## src/rtl/eq_band_ctrl_pkg.sv

```systemverilog
// Shared types and constants for the equalizer user-control block.
// Latency: n/a (types, constants and one pure combinational helper).
// Backpressure: n/a.
package eq_band_ctrl_pkg;

   // State encoding is visible on o_state, so the values are fixed constants.
   typedef logic [2:0] state_t;
   localparam state_t S_INIT     = 3'd0;
   localparam state_t S_IDLE     = 3'd1;
   localparam state_t S_BAND_SEL = 3'd2;
   localparam state_t S_SET_GAIN = 3'd3;
   localparam state_t S_FLAT     = 3'd4;

   // Key event bit positions; a lower index has higher priority.
   localparam int KEY_BACK   = 0;
   localparam int KEY_SELECT = 1;
   localparam int KEY_UP     = 2;
   localparam int KEY_DOWN   = 3;

   // Keep only the highest-priority (lowest-index) event of the cycle.
   function automatic logic [3:0] first_key(input logic [3:0] ev);
      return ev & (~ev + 4'd1);
   endfunction

endpackage

```

## src/rtl/eq_band_ctrl_key_repeat.sv

```systemverilog
// Key event generator: rising-edge event plus auto-repeat while held.
// Latency: event is combinational from key_i in the press cycle; repeats are counter timed.
// Backpressure: none; events are single-cycle pulses and are lost if the consumer ignores them.
// Ports: clk_i, rst_ni (async active-low), key_i (debounced level), evt_o (1-cycle event).
module eq_band_ctrl_key_repeat #(
   parameter logic [15:0] RPT_DLY = 16'd50000,
   parameter logic [15:0] RPT_PER = 16'd10000
) (
   input  logic clk_i,
   input  logic rst_ni,
   input  logic key_i,
   output logic evt_o
);

   logic        key_q;
   logic        rep_q, rep_d;
   logic [15:0] cnt_q, cnt_d;
   logic        rise, held, fire;

   // cnt_q holds the number of cycles since the last event while the key stays down;
   // rep_q selects between the initial delay and the repeat period.
   always_comb begin
      rise  = key_i & ~key_q;
      held  = key_i & key_q;
      fire  = held && (cnt_q == (rep_q ? RPT_PER : RPT_DLY));
      cnt_d = 16'd0;
      rep_d = 1'b0;
      if (rise) begin
         cnt_d = 16'd1;
      end else if (fire) begin
         cnt_d = 16'd1;
         rep_d = 1'b1;
      end else if (held) begin
         cnt_d = cnt_q + 16'd1;
         rep_d = rep_q;
      end
   end

   assign evt_o = rise | fire;

   always_ff @(posedge clk_i or negedge rst_ni) begin
      if (!rst_ni) begin
         key_q <= 1'b0;
         rep_q <= 1'b0;
         cnt_q <= 16'd0;
      end else begin
         key_q <= key_i;
         rep_q <= rep_d;
         cnt_q <= cnt_d;
      end
   end

endmodule

```

## src/rtl/eq_band_ctrl.sv

```systemverilog
// User-control FSM for the N-band equalizer: codec init, band select, gain adjust, flat reset.
// Latency: a key event updates state/band/gain and loads the DSP update register on the next edge.
// Backpressure: while o_upd_valid is high, gain steps are dropped (never queued) until i_upd_ready.
// Ports: i_clk, i_rst_n, keys i_select/i_back/i_up/i_down, init o_init_start/i_init_done,
//        view o_state/o_band/o_gain, DSP update o_upd_valid/o_upd_band/o_upd_gain/i_upd_ready.
module eq_band_ctrl
   import eq_band_ctrl_pkg::*;
#(
   parameter int          NBAND     = 6,
   parameter int          GW        = 8,
   parameter int          GMAX      = 12,
   parameter logic [15:0] RPT_DLY   = 16'd50000,
   parameter logic [15:0] RPT_PER   = 16'd10000,
   parameter logic [23:0] FLAT_HOLD = 24'd200000,
   parameter bit          BAND_WRAP = 1'b0,
   localparam int         BW        = $clog2(NBAND)
) (
   input  logic          i_clk,
   input  logic          i_rst_n,
   input  logic          i_select,
   input  logic          i_back,
   input  logic          i_up,
   input  logic          i_down,
   output logic          o_init_start,
   input  logic          i_init_done,
   output logic [2:0]    o_state,
   output logic [BW-1:0] o_band,
   output logic [GW-1:0] o_gain,
   output logic          o_upd_valid,
   output logic [BW-1:0] o_upd_band,
   output logic [GW-1:0] o_upd_gain,
   input  logic          i_upd_ready
);

   typedef logic signed [GW-1:0] gain_t;

   localparam int            FW        = $clog2(NBAND + 1);
   localparam gain_t         G_MAX     = gain_t'(GMAX);
   localparam gain_t         G_MIN     = gain_t'(-GMAX);
   localparam logic [BW-1:0] BAND_LAST = BW'(NBAND - 1);
   localparam logic [FW-1:0] FLAT_END  = FW'(NBAND);

   state_t        state_q, state_d;
   logic [BW-1:0] band_q, band_d;
   gain_t         gain_q [NBAND];
   gain_t         gain_d [NBAND];
   logic          upd_vld_q, upd_vld_d;
   logic [BW-1:0] upd_band_q, upd_band_d;
   gain_t         upd_gain_q, upd_gain_d;
   logic          sel_q, back_q;
   logic [23:0]   hold_q, hold_d;
   logic [FW-1:0] flat_cnt_q, flat_cnt_d;

   logic          up_evt, dn_evt;
   logic [3:0]    key_raw, key_evt;
   logic          hold_run, flat_go;
   gain_t         cur_gain;

   eq_band_ctrl_key_repeat #(.RPT_DLY(RPT_DLY), .RPT_PER(RPT_PER)) u_rpt_up (
      .clk_i (i_clk), .rst_ni(i_rst_n), .key_i(i_up),   .evt_o(up_evt)
   );
   eq_band_ctrl_key_repeat #(.RPT_DLY(RPT_DLY), .RPT_PER(RPT_PER)) u_rpt_dn (
      .clk_i (i_clk), .rst_ni(i_rst_n), .key_i(i_down), .evt_o(dn_evt)
   );

   always_comb begin
      key_raw             = 4'd0;
      key_raw[KEY_BACK]   = i_back & ~back_q;
      key_raw[KEY_SELECT] = i_select & ~sel_q;
      key_raw[KEY_UP]     = up_evt;
      key_raw[KEY_DOWN]   = dn_evt;
      key_evt             = first_key(key_raw);
   end

   // The back edge in S_BAND_SEL already moves to S_IDLE, so the long-press timer only
   // counts cycles where back is held past its edge while in S_IDLE or S_BAND_SEL.
   assign hold_run = i_back & back_q & ((state_q == S_IDLE) | (state_q == S_BAND_SEL));
   assign hold_d   = hold_run ? hold_q + 24'd1 : 24'd0;
   assign flat_go  = hold_run && (hold_q == FLAT_HOLD - 24'd1);
   assign cur_gain = gain_q[band_q];

   always_comb begin
      state_d    = state_q;
      band_d     = band_q;
      gain_d     = gain_q;
      upd_vld_d  = upd_vld_q & ~i_upd_ready;
      upd_band_d = upd_band_q;
      upd_gain_d = upd_gain_q;
      flat_cnt_d = flat_cnt_q;
      case (state_q)
         S_INIT: begin
            if (i_init_done) state_d = S_IDLE;
         end
         S_IDLE, S_BAND_SEL: begin
            if (flat_go) begin
               state_d    = S_FLAT;
               flat_cnt_d = '0;
               for (int i = 0; i < NBAND; i++) gain_d[i] = '0;
            end else if (state_q == S_IDLE) begin
               if (key_evt[KEY_SELECT]) state_d = S_BAND_SEL;
            end else if (key_evt[KEY_BACK]) begin
               state_d = S_IDLE;
            end else if (key_evt[KEY_SELECT]) begin
               state_d = S_SET_GAIN;
            end else if (key_evt[KEY_UP]) begin
               if (band_q != BAND_LAST)  band_d = band_q + BW'(1);
               else if (BAND_WRAP)       band_d = '0;
            end else if (key_evt[KEY_DOWN]) begin
               if (band_q != '0)         band_d = band_q - BW'(1);
               else if (BAND_WRAP)       band_d = BAND_LAST;
            end
         end
         S_SET_GAIN: begin
            // A step needs an idle update port and a real change; otherwise it is dropped.
            if (key_evt[KEY_BACK]) begin
               state_d = S_BAND_SEL;
            end else if (!upd_vld_q) begin
               if (key_evt[KEY_UP] && (cur_gain < G_MAX)) begin
                  gain_d[band_q] = cur_gain + gain_t'(1);
                  upd_vld_d      = 1'b1;
                  upd_band_d     = band_q;
                  upd_gain_d     = cur_gain + gain_t'(1);
               end else if (key_evt[KEY_DOWN] && (cur_gain > G_MIN)) begin
                  gain_d[band_q] = cur_gain - gain_t'(1);
                  upd_vld_d      = 1'b1;
                  upd_band_d     = band_q;
                  upd_gain_d     = cur_gain - gain_t'(1);
               end
            end
         end
         S_FLAT: begin
            // Any update pending at entry completes first; flat updates then go out one per
            // handshake, and the last accept returns to idle.
            if (!upd_vld_q) begin
               if (flat_cnt_q < FLAT_END) begin
                  upd_vld_d  = 1'b1;
                  upd_band_d = BW'(flat_cnt_q);
                  upd_gain_d = '0;
                  flat_cnt_d = flat_cnt_q + FW'(1);
               end
            end else if (i_upd_ready && (flat_cnt_q == FLAT_END)) begin
               state_d = S_IDLE;
               band_d  = '0;
            end
         end
         default: state_d = S_INIT;
      endcase
   end

   always_ff @(posedge i_clk or negedge i_rst_n) begin
      if (!i_rst_n) begin
         state_q    <= S_INIT;
         band_q     <= '0;
         for (int i = 0; i < NBAND; i++) gain_q[i] <= '0;
         upd_vld_q  <= 1'b0;
         upd_band_q <= '0;
         upd_gain_q <= '0;
         sel_q      <= 1'b0;
         back_q     <= 1'b0;
         hold_q     <= 24'd0;
         flat_cnt_q <= '0;
      end else begin
         state_q    <= state_d;
         band_q     <= band_d;
         gain_q     <= gain_d;
         upd_vld_q  <= upd_vld_d;
         upd_band_q <= upd_band_d;
         upd_gain_q <= upd_gain_d;
         sel_q      <= i_select;
         back_q     <= i_back;
         hold_q     <= hold_d;
         flat_cnt_q <= flat_cnt_d;
      end
   end

   assign o_init_start = (state_q == S_INIT);
   assign o_state      = state_q;
   assign o_band       = band_q;
   assign o_gain       = cur_gain;
   assign o_upd_valid  = upd_vld_q;
   assign o_upd_band   = upd_band_q;
   assign o_upd_gain   = upd_gain_q;

endmodule
```

## config.mk

```make
export PLATFORM = sky130hd
export DESIGN_NAME = eq_band_ctrl
export DESIGN_NICKNAME = d
export VERILOG_FILES = /design/src/rtl/eq_band_ctrl_pkg.sv /design/src/rtl/eq_band_ctrl_key_repeat.sv /design/src/rtl/eq_band_ctrl.sv
export SDC_FILE = /design/constraint.sdc
export NUM_CORES = 1
export LEC_CHECK = 0
export ABC_AREA = 1
export BUFFER_PORTS_ARGS = -buffer_cell sky130_fd_sc_hd__buf_4
export CAP_MARGIN = 20
export CORE_MARGIN = 5
export CORE_UTILIZATION = 50
export DETAILED_ROUTE_END_ITERATION = 8
export PLACE_DENSITY = 0.77
export SKIP_CTS_REPAIR_TIMING = 1
export SYNTH_ARGS = -nofsm -noshare
export SYNTH_HDL_FRONTEND = slang
export SYNTH_SLANG_ARGS = --single-unit
```

## constraint.sdc

```tcl
create_clock -name i_clk -period 2.45 [get_ports i_clk]
set_input_delay 0.49 -clock i_clk [delete_from_list [all_inputs] [get_ports i_clk]]
set_output_delay 0.49 -clock i_clk [all_outputs]
set_load 0.005 [all_outputs]
```

---- Yosys cells after proc, flatten, opt, wreduce, memory -nomap -nowiden ----
Cells that the tools add are included.
storage, ports and cells
  register bits ........................... 131
  bits of input ports ..................... 8
  output and inout bits ................... 27
cells by class
  bitwise gates (word level) .............. 20
  $add $sub $neg .......................... 9
  eq/ne operators ......................... 30
  muxes and demuxes ....................... 74
  magnitude comparators ................... 5
  reduce and logical (&&, ||, !) cells .... 18
operators by type and width
  operator                 count
  $mux W48                 5
  $mux W16                 8
  $bwmux W48               2
  $pmux W48 S2             1
  $mux W3                  28
  $mux W8                  9
  $add A16 B1 Y16 const B  2
  $eq A16 B16 Y1           2
  $add A24 B1 Y24 const B  1
  $bmux W8 S3              1
  $demux W8 S3             1
  $eq A24 B18 Y1 const B   1
  $mux W24                 1
  $ne A2 B2 Y1 const B     12
  $pmux W3 S2              3
  $pmux W8 S2              1
  $ne A3 B3 Y1 const B     5
  $mux W1                  12
  $pmux W3 S4              1
  $reduce_and A6 Y1        2
  $reduce_and A10 Y1       1
  $and A1 B1 Y1            9
  $add A8 B2 Y8 const B    1
  $gt A8 B5 Y1 const B     1
  27 further kinds         46

---- Longest topological paths before layout ----
Gate-level depths: netlist of the first run.
  depth in word-level cells ............... 14
  gate-level depth with buffers ........... 22
  depth with buffers taken out ............ 20

---- Hierarchy ----
From an unflattened synthesis of the first run, not the netlist that was laid out.
unflattened totals
  cell total of the unflattened synthesis .. 1065
  area, all modules ....................... 7768.7 um^2
by module, submodules not included
  module                   cells each  area an instance (um^2)  times used
  eq_band_ctrl             791         5681.7                   1
  eq_band_ctrl_key_repeat  137         1043.5                   2

---- Worst setup path before layout of the first run ----
No wires, ideal clock.
  kind .................................... register to register
  from .................................... reg band_q[0], in the netlist o_band[0]
  to ...................................... reg gain_q[38] in the netlist's numbering
  buffers on the path ..................... 3
  required time ........................... 2332 ps
  library setup time ...................... 118 ps
  setup slack ............................. -55 ps
  period minus slack after synthesis ...... 2505 ps
  cell stages (with the launch flop) ...... 23
  data arrival time ....................... 2387 ps
  cell sequence ........................... dfrtp_1 buf_6 buf_12 nand2_1 nand3_1 nand3_1 nand2_1 nand2_1 clkinv_1 ha_1 inv_1 nand2_1 nand2_1 nand2_1 nand2_1 nand2_2 nand2_4 nand2_4 nand2_4 buf_12 nand3_4 nand2_1 nand2_1
on the way
  word-level cells in the longest chain between the ends .. 11
  elaborated cells between the ends (all ways) .. 24
  those cells by class .................... 2 x add/sub; 4 x order compare; 1 x eq/ne; 12 x mux; 1 x bitwise; 4 x reduce/logical
ends and longest elaborated chain
  item                                           RTL line             source
  start: declaration                             eq_band_ctrl.sv:44   logic [BW-1:0] band_q, band_d;
  start signal: assignment                       eq_band_ctrl.sv:164  band_q <= band_d;
  $not A3 Y4 (implied by the code) *             eq_band_ctrl.sv:80   assign cur_gain = gain_q[band_q];
  $bmux W8 S3 *                                  eq_band_ctrl.sv:80
  $mux W8 (implied by the code) * (2 in series)  eq_band_ctrl.sv:80
  named net o_gain[0]                            eq_band_ctrl.sv:28   output logic [GW-1:0] o_gain,
  $sub A8 B2 Y8                                  eq_band_ctrl.sv:124  gain_d[band_q] = cur_gain - gain_t'(1);
  $bwmux W48                                     eq_band_ctrl.sv:124
  $mux W48                                       eq_band_ctrl.sv:123  end else if (key_evt[KEY_DOWN] && (cur_gain > G_MIN)) begin
  $mux W48                                       eq_band_ctrl.sv:118  if (key_evt[KEY_UP] && (cur_gain < G_MAX)) begin
  $mux W48                                       eq_band_ctrl.sv:117  end else if (!upd_vld_q) begin
  $mux W48                                       eq_band_ctrl.sv:115  if (key_evt[KEY_BACK]) begin
  $pmux W48 S2                                   eq_band_ctrl.sv:90   case (state_q)
  end signal: assignment                         eq_band_ctrl.sv:165  gain_q <= gain_d;
  end: declaration                               eq_band_ctrl.sv:45   gain_t gain_q [NBAND];
Mark *: on every way through the listed nets, which the timed path passes. The rest lies on a longest branch. The select of a mux whose other input is x is not followed.
A chain may end at the register's enable or synchronous reset.

---- Worst setup path in the final report of the first run ----
  from .................................... reg band_q[0], in the netlist o_band[0]
  to ...................................... reg gain_q[20] in the netlist's numbering
on the way
  word-level cells in the longest chain between the ends .. 11
  elaborated cells between the ends (all ways) .. 24
  those cells by class .................... 2 x add/sub; 4 x order compare; 1 x eq/ne; 12 x mux; 1 x bitwise; 4 x reduce/logical
ends and longest elaborated chain
  item                                                                  RTL line
  $not A3 Y4 (implied by the code) *                                    eq_band_ctrl.sv:80, eq_band_ctrl.sv:119, eq_band_ctrl.sv:124
  $bmux W8 S3, or another cell as far along                             eq_band_ctrl.sv:80
  $mux W8 (implied by the code) or $logic_and A1 B1 Y1 (tied branches)  eq_band_ctrl.sv:80, eq_band_ctrl.sv:119, eq_band_ctrl.sv:124
  $mux W8, on equally long branches                                     eq_band_ctrl.sv:80, eq_band_ctrl.sv:119, eq_band_ctrl.sv:124
  $sub A8 B2 Y8 or $demux W8 S3 (tied branches)                         eq_band_ctrl.sv:124, eq_band_ctrl.sv:119
  $bwmux W48                                                            eq_band_ctrl.sv:124
  $mux W48                                                              eq_band_ctrl.sv:123
  $mux W48                                                              eq_band_ctrl.sv:118
  $mux W48                                                              eq_band_ctrl.sv:117
  $mux W48                                                              eq_band_ctrl.sv:115
  $pmux W48 S2                                                          eq_band_ctrl.sv:90
Mark *: on every way between the ends. The rest lies on a longest branch, timed or not. The select of a mux whose other input is x is not followed.

==> flow_metrics.py, run 1 <==
metrics = {
    "floorplanning": {
        "core.rowCount": 45,
        "coreArea_um2": 15100,
        "die_width_um": 134,
        "dieHeight_um": 134,
        "die_area_um2": 17900,
        "ios": 35,
        "start_util_pct": 50.7,
    },
    "clocking": {
        "numCtsBuffers": 17,
        "htreeDepth": 4,
        "cts_tree": "done",
        "clkTransAtPathRegs_ps": 60,
        "clock-sinks": 131,
        "clk_latency_ps": 420,
        "cts_root_buf": "clkbuf_16",
        "ctsLongestPathBuffers": 2,
    },
    "min_path": {
        "worstHoldStart": "i_select",
        "holdCritPathClass": "in -> reg",
    },
    "setup_path": {
        "cp-end-kind": "flip-flop",
        "r2r-start": "o_band[0]$_DFFE_PN0P_",
        "slowest_delay_ps": 480,
        "path_cells": "clkinv_4, nand2_4, nand2_2, nand2_2, nand2_2, a21oi_2, buf_4, ha_1, nand3_1, xor2_1, nand2_1, nand2_1, inv_1, nand4_1, nand2_1",
        "critical_path_class": "reg -> reg",
        "start_kind": "flip-flop",
        "cp.arrival_ps": 2920,
        "startpoint": "o_band[0]$_DFFE_PN0P_",
        "crit_path_top_delay_cell": "dfrtp_2",
        "critPathBufInv": 3,
        "critPathTopFamily": "simple AND/OR/NAND/NOR gates",
        "ff2ff_setup_slack_ps": -110,
        "critPathMaxFanout": 8,
        "worstPathRequired_ps": 2810,
    },
    "sta": {
        "max_slew_margin_pct": 62.2,
        "worstMarginPinSlew_ps": 561,
        "fin_ws_ps": -109,
        "post-route-period-util_pct": 104,
        "slew_violations": 0,
        "hold_slack_ps": 181,
        "setup_viol": 27,
        "skew_ps": 11.2,
        "fmax_ghz": 0.391,
        "hold_viol_final": 0,
        "rsz0062_at_grt": "yes",
        "period_needed_ps": 2560,
    },
    "layout": {
        "final_nets": 1168,
        "antenna_cells": 0,
        "multi_input_area_um2": 3970,
        "fill_cells": 1240,
        "syn2layout_area_growth_pct": 25.5,
        "mostFrequentLayoutCells": "320 x nand2_1, 130 x dfrtp_1, 117 x inv_1, 103 x nor2_1, 95 x buf_4",
        "seqCellArea_um2": 3280,
        "drive_gt1_share_pct": 21.9,
        "layout_commonest_cell": "nand2_1",
    },
    "global_route": {
        "first_global_vias": 6639,
        "grt_pass1_wl_mm": 32.4,
        "grt_max_degree": 86,
        "grt_usage_pct": 22.4,
        "grt_antenna_before_repair": 0,
        "gr-total-overflow": 0,
    },
    "yosys": {
        "ys_warn_count": 0,
        "synth_nets": 1053,
        "synth_flop_cell": "dfrtp_1",
        "syn_inst": 1034,
        "syn_avg_cell_area_um2": 7.43,
        "ys_types": 46,
        "synth-seq-cells": 131,
        "ys_seq_area_share_pct": 42.7,
        "synth-edff-count": 0,
        "syn_area_um2": 7680,
        "async_reset_ff_share_pct": 100,
    },
    "pwr": {
        "max-vdd-ir-drop_v": 0.000996,
        "power_density_nw_per_um2": 1310,
        "finalPower_mw": 12.6,
        "power_leakage_nw": 4.71,
    },
    "placement": {
        "dp_hpwl_mm": 13.9,
        "io_buffers": 34,
        "gp_congestion": 0.960,
    },
    "route": {
        "drt-initial-drc-count": 727,
        "wl_mm": 20.9,
        "drc": 0,
        "viasPerCell": 5.46,
        "ant_nets": 0,
        "wl_per_cell_um": 15.5,
        "via_count": 7368,
        "drt-pass1-iter-count": 5,
    },
    "outcome": {
        "violations": "negative setup slack",
        "status": "finished, violations left",
    },
    "job": {
        "maxCapViolations": 0,
    },
}
-- stage by stage --
stage	setup TNS (ps)	worst slack [ps]	instances	instance area, um^2	util [%]
floorplan	0	42.2	1034	7690	-
finish	-824	-109	1350	9640	63.7
detailed placement	-1680	-71.6	1282	8370	55.3
global route	-7420	-224	1350	9640	63.7
CTS	-2460	-94.5	1314	8980	59.3
global placement	0	3.28	1282	8370	55.3
-- where the power goes --
group | total [mW] | internal (mW) | leakage (nW) | switching (mW)
Combinational | 7.17 | 2.88 | 2.63 | 4.29
Sequential | 2.87 | 2.55 | 1.78 | 0.321
Clock | 2.60 | 1.61 | 0.289 | 0.987
-- cells in the mapped netlist, types with 2 or more instances --
cell	count	area (um^2)
a211oi_1	2	15.0
a21oi_1	31	155
a31oi_1	6	37.5
buf_12	5	100
buf_2	5	25.0
buf_4	5	37.5
buf_6	6	67.6
clkbuf_1	2	7.51
clkinv_1	3	11.3
dfrtp_1	131	3280
ha_1	10	125
inv_1	120	450
inv_2	8	30.0
nand2_1	349	1310
nand2_2	9	56.3
nand2_4	9	101
nand3_1	47	235
nand3_2	6	60.1
nand3_4	3	52.6
nand4_1	51	319
nor2_1	109	409
nor2_2	5	31.3
nor3_1	26	130
nor4_1	7	43.8
o211ai_1	2	15.0
o21a_1	6	45.0
o21ai_0	29	145
o21ai_2	3	26.3
o31ai_1	2	15.0
or2_2	3	18.8
xnor2_1	5	43.8
xor2_1	15	131
-- worst reg2reg max path, stage by stage, from the launching register on --
cell,delay [ps]
dfrtp_2,480
clkinv_4,150
nand2_4,100
nand2_2,60
nand2_2,60
nand2_2,70
a21oi_2,180
buf_4,140
ha_1,170
nand3_1,180
xor2_1,200
nand2_1,80
nand2_1,50
inv_1,320
nand4_1,170
nand2_1,100
-- final timing paths --
check | endpoint | depth (start not counted)
max reg2reg | gain_q[20]$_DFFE_PN0P_ | 15
max in group asynchronous | gain_q[9]$_DFFE_PN0P_ | 3
min reg2reg | hold_q[0]$_DFF_PN0_ | 1
min | sel_q$_DFF_PN0_ | 1
min in group asynchronous | u_rpt_dn.cnt_q[4]$_DFF_PN0_ | 2
max | gain_q[20]$_DFFE_PN0P_ | 15
-- layout make-up --
| class | instances | area share (%) |
|---|---|---|
| clock inverters | 10 | 1.27 |
| inverters | 131 | 5.23 |
| repair buffers | 118 | 10.9 |
| flip-flops and latches | 131 | 34.0 |
| clock buffers | 22 | 5.02 |
| multi-input cells | 750 | 41.1 |
| well taps | 188 | 2.44 |
-- logic make-up after synthesis --
logic type / share of synthesized area (%)
AOI/OAI and AO/OA: 7.13
xor gates and xnor gates: 2.28
adders and majority gates: 1.89
buffers and inverters: 9.49
DFF: 42.7
and+or+nand+nor: 36.6
-- layer usage --
layer  share of wire, %  vias up  track usage [%]
li1                   -     3552                -
met1                 42     3469             30.3
met2                 48      292             35.9
met3                7.4       55             4.99
met4                2.8        0             7.37
met5                  0        -                0
-- registers in the layout (all words and copies together) (netlist names) --
| signal | flops |
|---|---|
| u_rpt_dn.cnt_q | 16 |
| o_upd_gain | 8 |
| sel_q | 1 |
| hold_q | 24 |
| u_rpt_up.rep_q | 1 |
| o_upd_band | 3 |
| u_rpt_dn.key_q | 1 |
| o_upd_valid | 1 |
| o_state | 3 |
| u_rpt_dn.rep_q | 1 |
| flat_cnt_q | 3 |
| o_band | 3 |
| u_rpt_up.cnt_q | 16 |
| back_q | 1 |
| gain_q | 48 |
| u_rpt_up.key_q | 1 |
Note: power is estimated with default switching activity, not from simulation.
==> run 2, diff against run 1 <==
Settings changed: RECOVER_POWER from default to 50.
==> flow_metrics.py, run 2 (synthesized netlist as in run 1, its figures left out) <==
metrics = {
    "outcome": {
        "status": "finished, violations left",
        "violations": "negative setup slack",
    },
    "floorplanning": {
        "core.rowCount": 45,
        "start_util_pct": 50.7,
        "die_area_um2": 17900,
        "dieHeight_um": 134,
        "coreArea_um2": 15100,
        "ios": 35,
        "die_width_um": 134,
    },
    "clocking": {
        "clock-sinks": 131,
        "clkTransAtPathRegs_ps": 60,
        "numCtsBuffers": 17,
        "clk_latency_ps": 430,
        "cts_root_buf": "clkbuf_16",
        "htreeDepth": 4,
        "ctsLongestPathBuffers": 2,
        "cts_tree": "done",
    },
    "layout": {
        "fill_cells": 1245,
        "syn2layout_area_growth_pct": 25.1,
        "layout_commonest_cell": "nand2_1",
        "seqCellArea_um2": 3280,
        "fin_util_pct": 63.5,
        "largestRegisters": "gain_q: 48 flops, hold_q: 24 flops",
        "antenna_cells": 0,
        "final_nets": 1168,
        "mostFrequentLayoutCells": "320 x nand2_1, 130 x dfrtp_1, 117 x inv_1, 103 x nor2_1, 90 x buf_4",
        "fin_area_um2": 9610,
        "regMostFlops": "gain_q",
        "largest_reg_flops": 48,
        "drive_gt1_share_pct": 21.5,
        "multi_input_area_um2": 3970,
    },
    "sta": {
        "skew_ps": 12.5,
        "fin_ws_ps": -136,
        "fmax_ghz": 0.387,
        "rsz0062_at_grt": "yes",
        "post-route-period-util_pct": 106,
        "setup_viol": 28,
        "slew_violations": 0,
        "hold_viol_final": 0,
        "max_slew_margin_pct": 43.2,
        "worstMarginPinSlew_ps": 852,
        "period_needed_ps": 2590,
    },
    "pwr": {
        "power.share.clock_pct": 20.6,
        "max-vdd-ir-drop_v": 0.000977,
        "power_leakage_nw": 4.69,
        "seqPwrFrac_pct": 22.7,
        "sw_frac_of_total_pct": 44.3,
        "combPwrFrac_pct": 56.7,
        "power_density_nw_per_um2": 1310,
        "power_switching_mw": 5.60,
        "p_int_mw": 7.03,
        "finalPower_mw": 12.6,
    },
    "placement": {
        "dp_hpwl_mm": 13.9,
        "io_buffers": 34,
        "place_area_um2": 8370,
        "gp_congestion": 0.960,
        "dpl_worst_slack_ps": -71.6,
    },
    "setup_path": {
        "ff2ff_path_depth": 15,
        "cp.arrival_ps": 2950,
        "critPathMaxFanout": 8,
        "start_kind": "flip-flop",
        "critical_path_class": "reg -> reg",
        "ff2ff_setup_slack_ps": -140,
        "worstPathRequired_ps": 2810,
        "cp-end-kind": "flip-flop",
    },
    "min_path": {
        "holdCritPathClass": "in -> reg",
        "whs_path_depth": 1,
    },
    "global_route": {
        "grt_antenna_before_repair": 0,
        "first_global_vias": 6639,
        "grt_usage_pct": 22.4,
        "grt_max_degree": 86,
        "gr-total-overflow": 0,
        "grt_pass1_wl_mm": 32.4,
    },
    "route": {
        "drc": 0,
        "viasPerCell": 5.47,
        "drt-pass1-iter-count": 5,
        "wl_mm": 20.9,
        "drt-initial-drc-count": 764,
        "via_count": 7391,
        "wl_per_cell_um": 15.5,
        "ant_nets": 0,
    },
    "job": {
        "maxCapViolations": 0,
    },
}
run 2: cell types whose count changed in the layout (fill, tap and decap cells not counted), sizes merged:
cell / delta
buf: -6
clkbuf: +6
run 2: routing by layer:
metal / track usage (%) / up-vias / share of wire (%)
met5: 0 / - / 0
met4: 7.37 / 0 / 2.7
met3: 4.99 / 59 / 6.7
met2: 35.9 / 297 / 48
met1: 30.3 / 3479 / 43
li1: - / 3556 / -
run 2: layout make-up:
cell class	count	share of cell area, %
Multi-Input combinational cell	750	41.3
Sequential cell	131	34.1
Timing Repair Buffer	118	10.6
Inverter	131	5.24
Clock buffer	22	5.04
Tap cell	188	2.45
Clock inverter	10	1.28
run 2: worst max-delay path, stage by stage, from the launching register on:
cell	delay, ps
dfrtp_2	480
clkinv_4	150
nand2_4	100
nand2_2	60
nand2_2	60
nand2_2	70
a21oi_2	180
buf_4	140
ha_1	170
nand3_1	180
xor2_1	210
nand2_1	80
nand2_1	50
inv_1	330
nand4_1	170
nand2_1	100
run 2: final timing paths:
path,end,startpoint
worst max-delay path,gain_q[20]$_DFFE_PN0P_,o_band[0]$_DFFE_PN0P_
max in group asynchronous,u_rpt_up.cnt_q[11]$_DFF_PN0_,i_rst_n
min in group asynchronous,u_rpt_dn.cnt_q[4]$_DFF_PN0_,i_rst_n
worst min-delay path,sel_q$_DFF_PN0_,i_select
worst min register to register,hold_q[0]$_DFF_PN0_,hold_q[0]$_DFF_PN0_
worst max register to register,gain_q[20]$_DFFE_PN0P_,o_band[0]$_DFFE_PN0P_
run 2: through the flow:
| stage | instances | hold slack (ps) | TNS, ps |
|---|---|---|---|
| after floorplan | 1034 | 194 | 0 |
| after global placement | 1282 | 317 | 0 |
| after detailed placement | 1282 | 317 | -1680 |
| after CTS | 1314 | -128 | -2460 |
| after global routing | 1350 | 194 | -7420 |
| final | 1350 | 203 | -1060 |
run 2: power by group through the flow:
stage          clock [mW]  sequential, mW  combinational, mW
2_1_floorplan           0            2.78               3.48
3_3_place_gp            0            2.84               5.41
3_5_place_dp            0            2.85               5.48
4_1_cts              2.63            2.82               5.51
5_1_grt              2.75            2.91               7.56
6_report             2.60            2.87               7.16
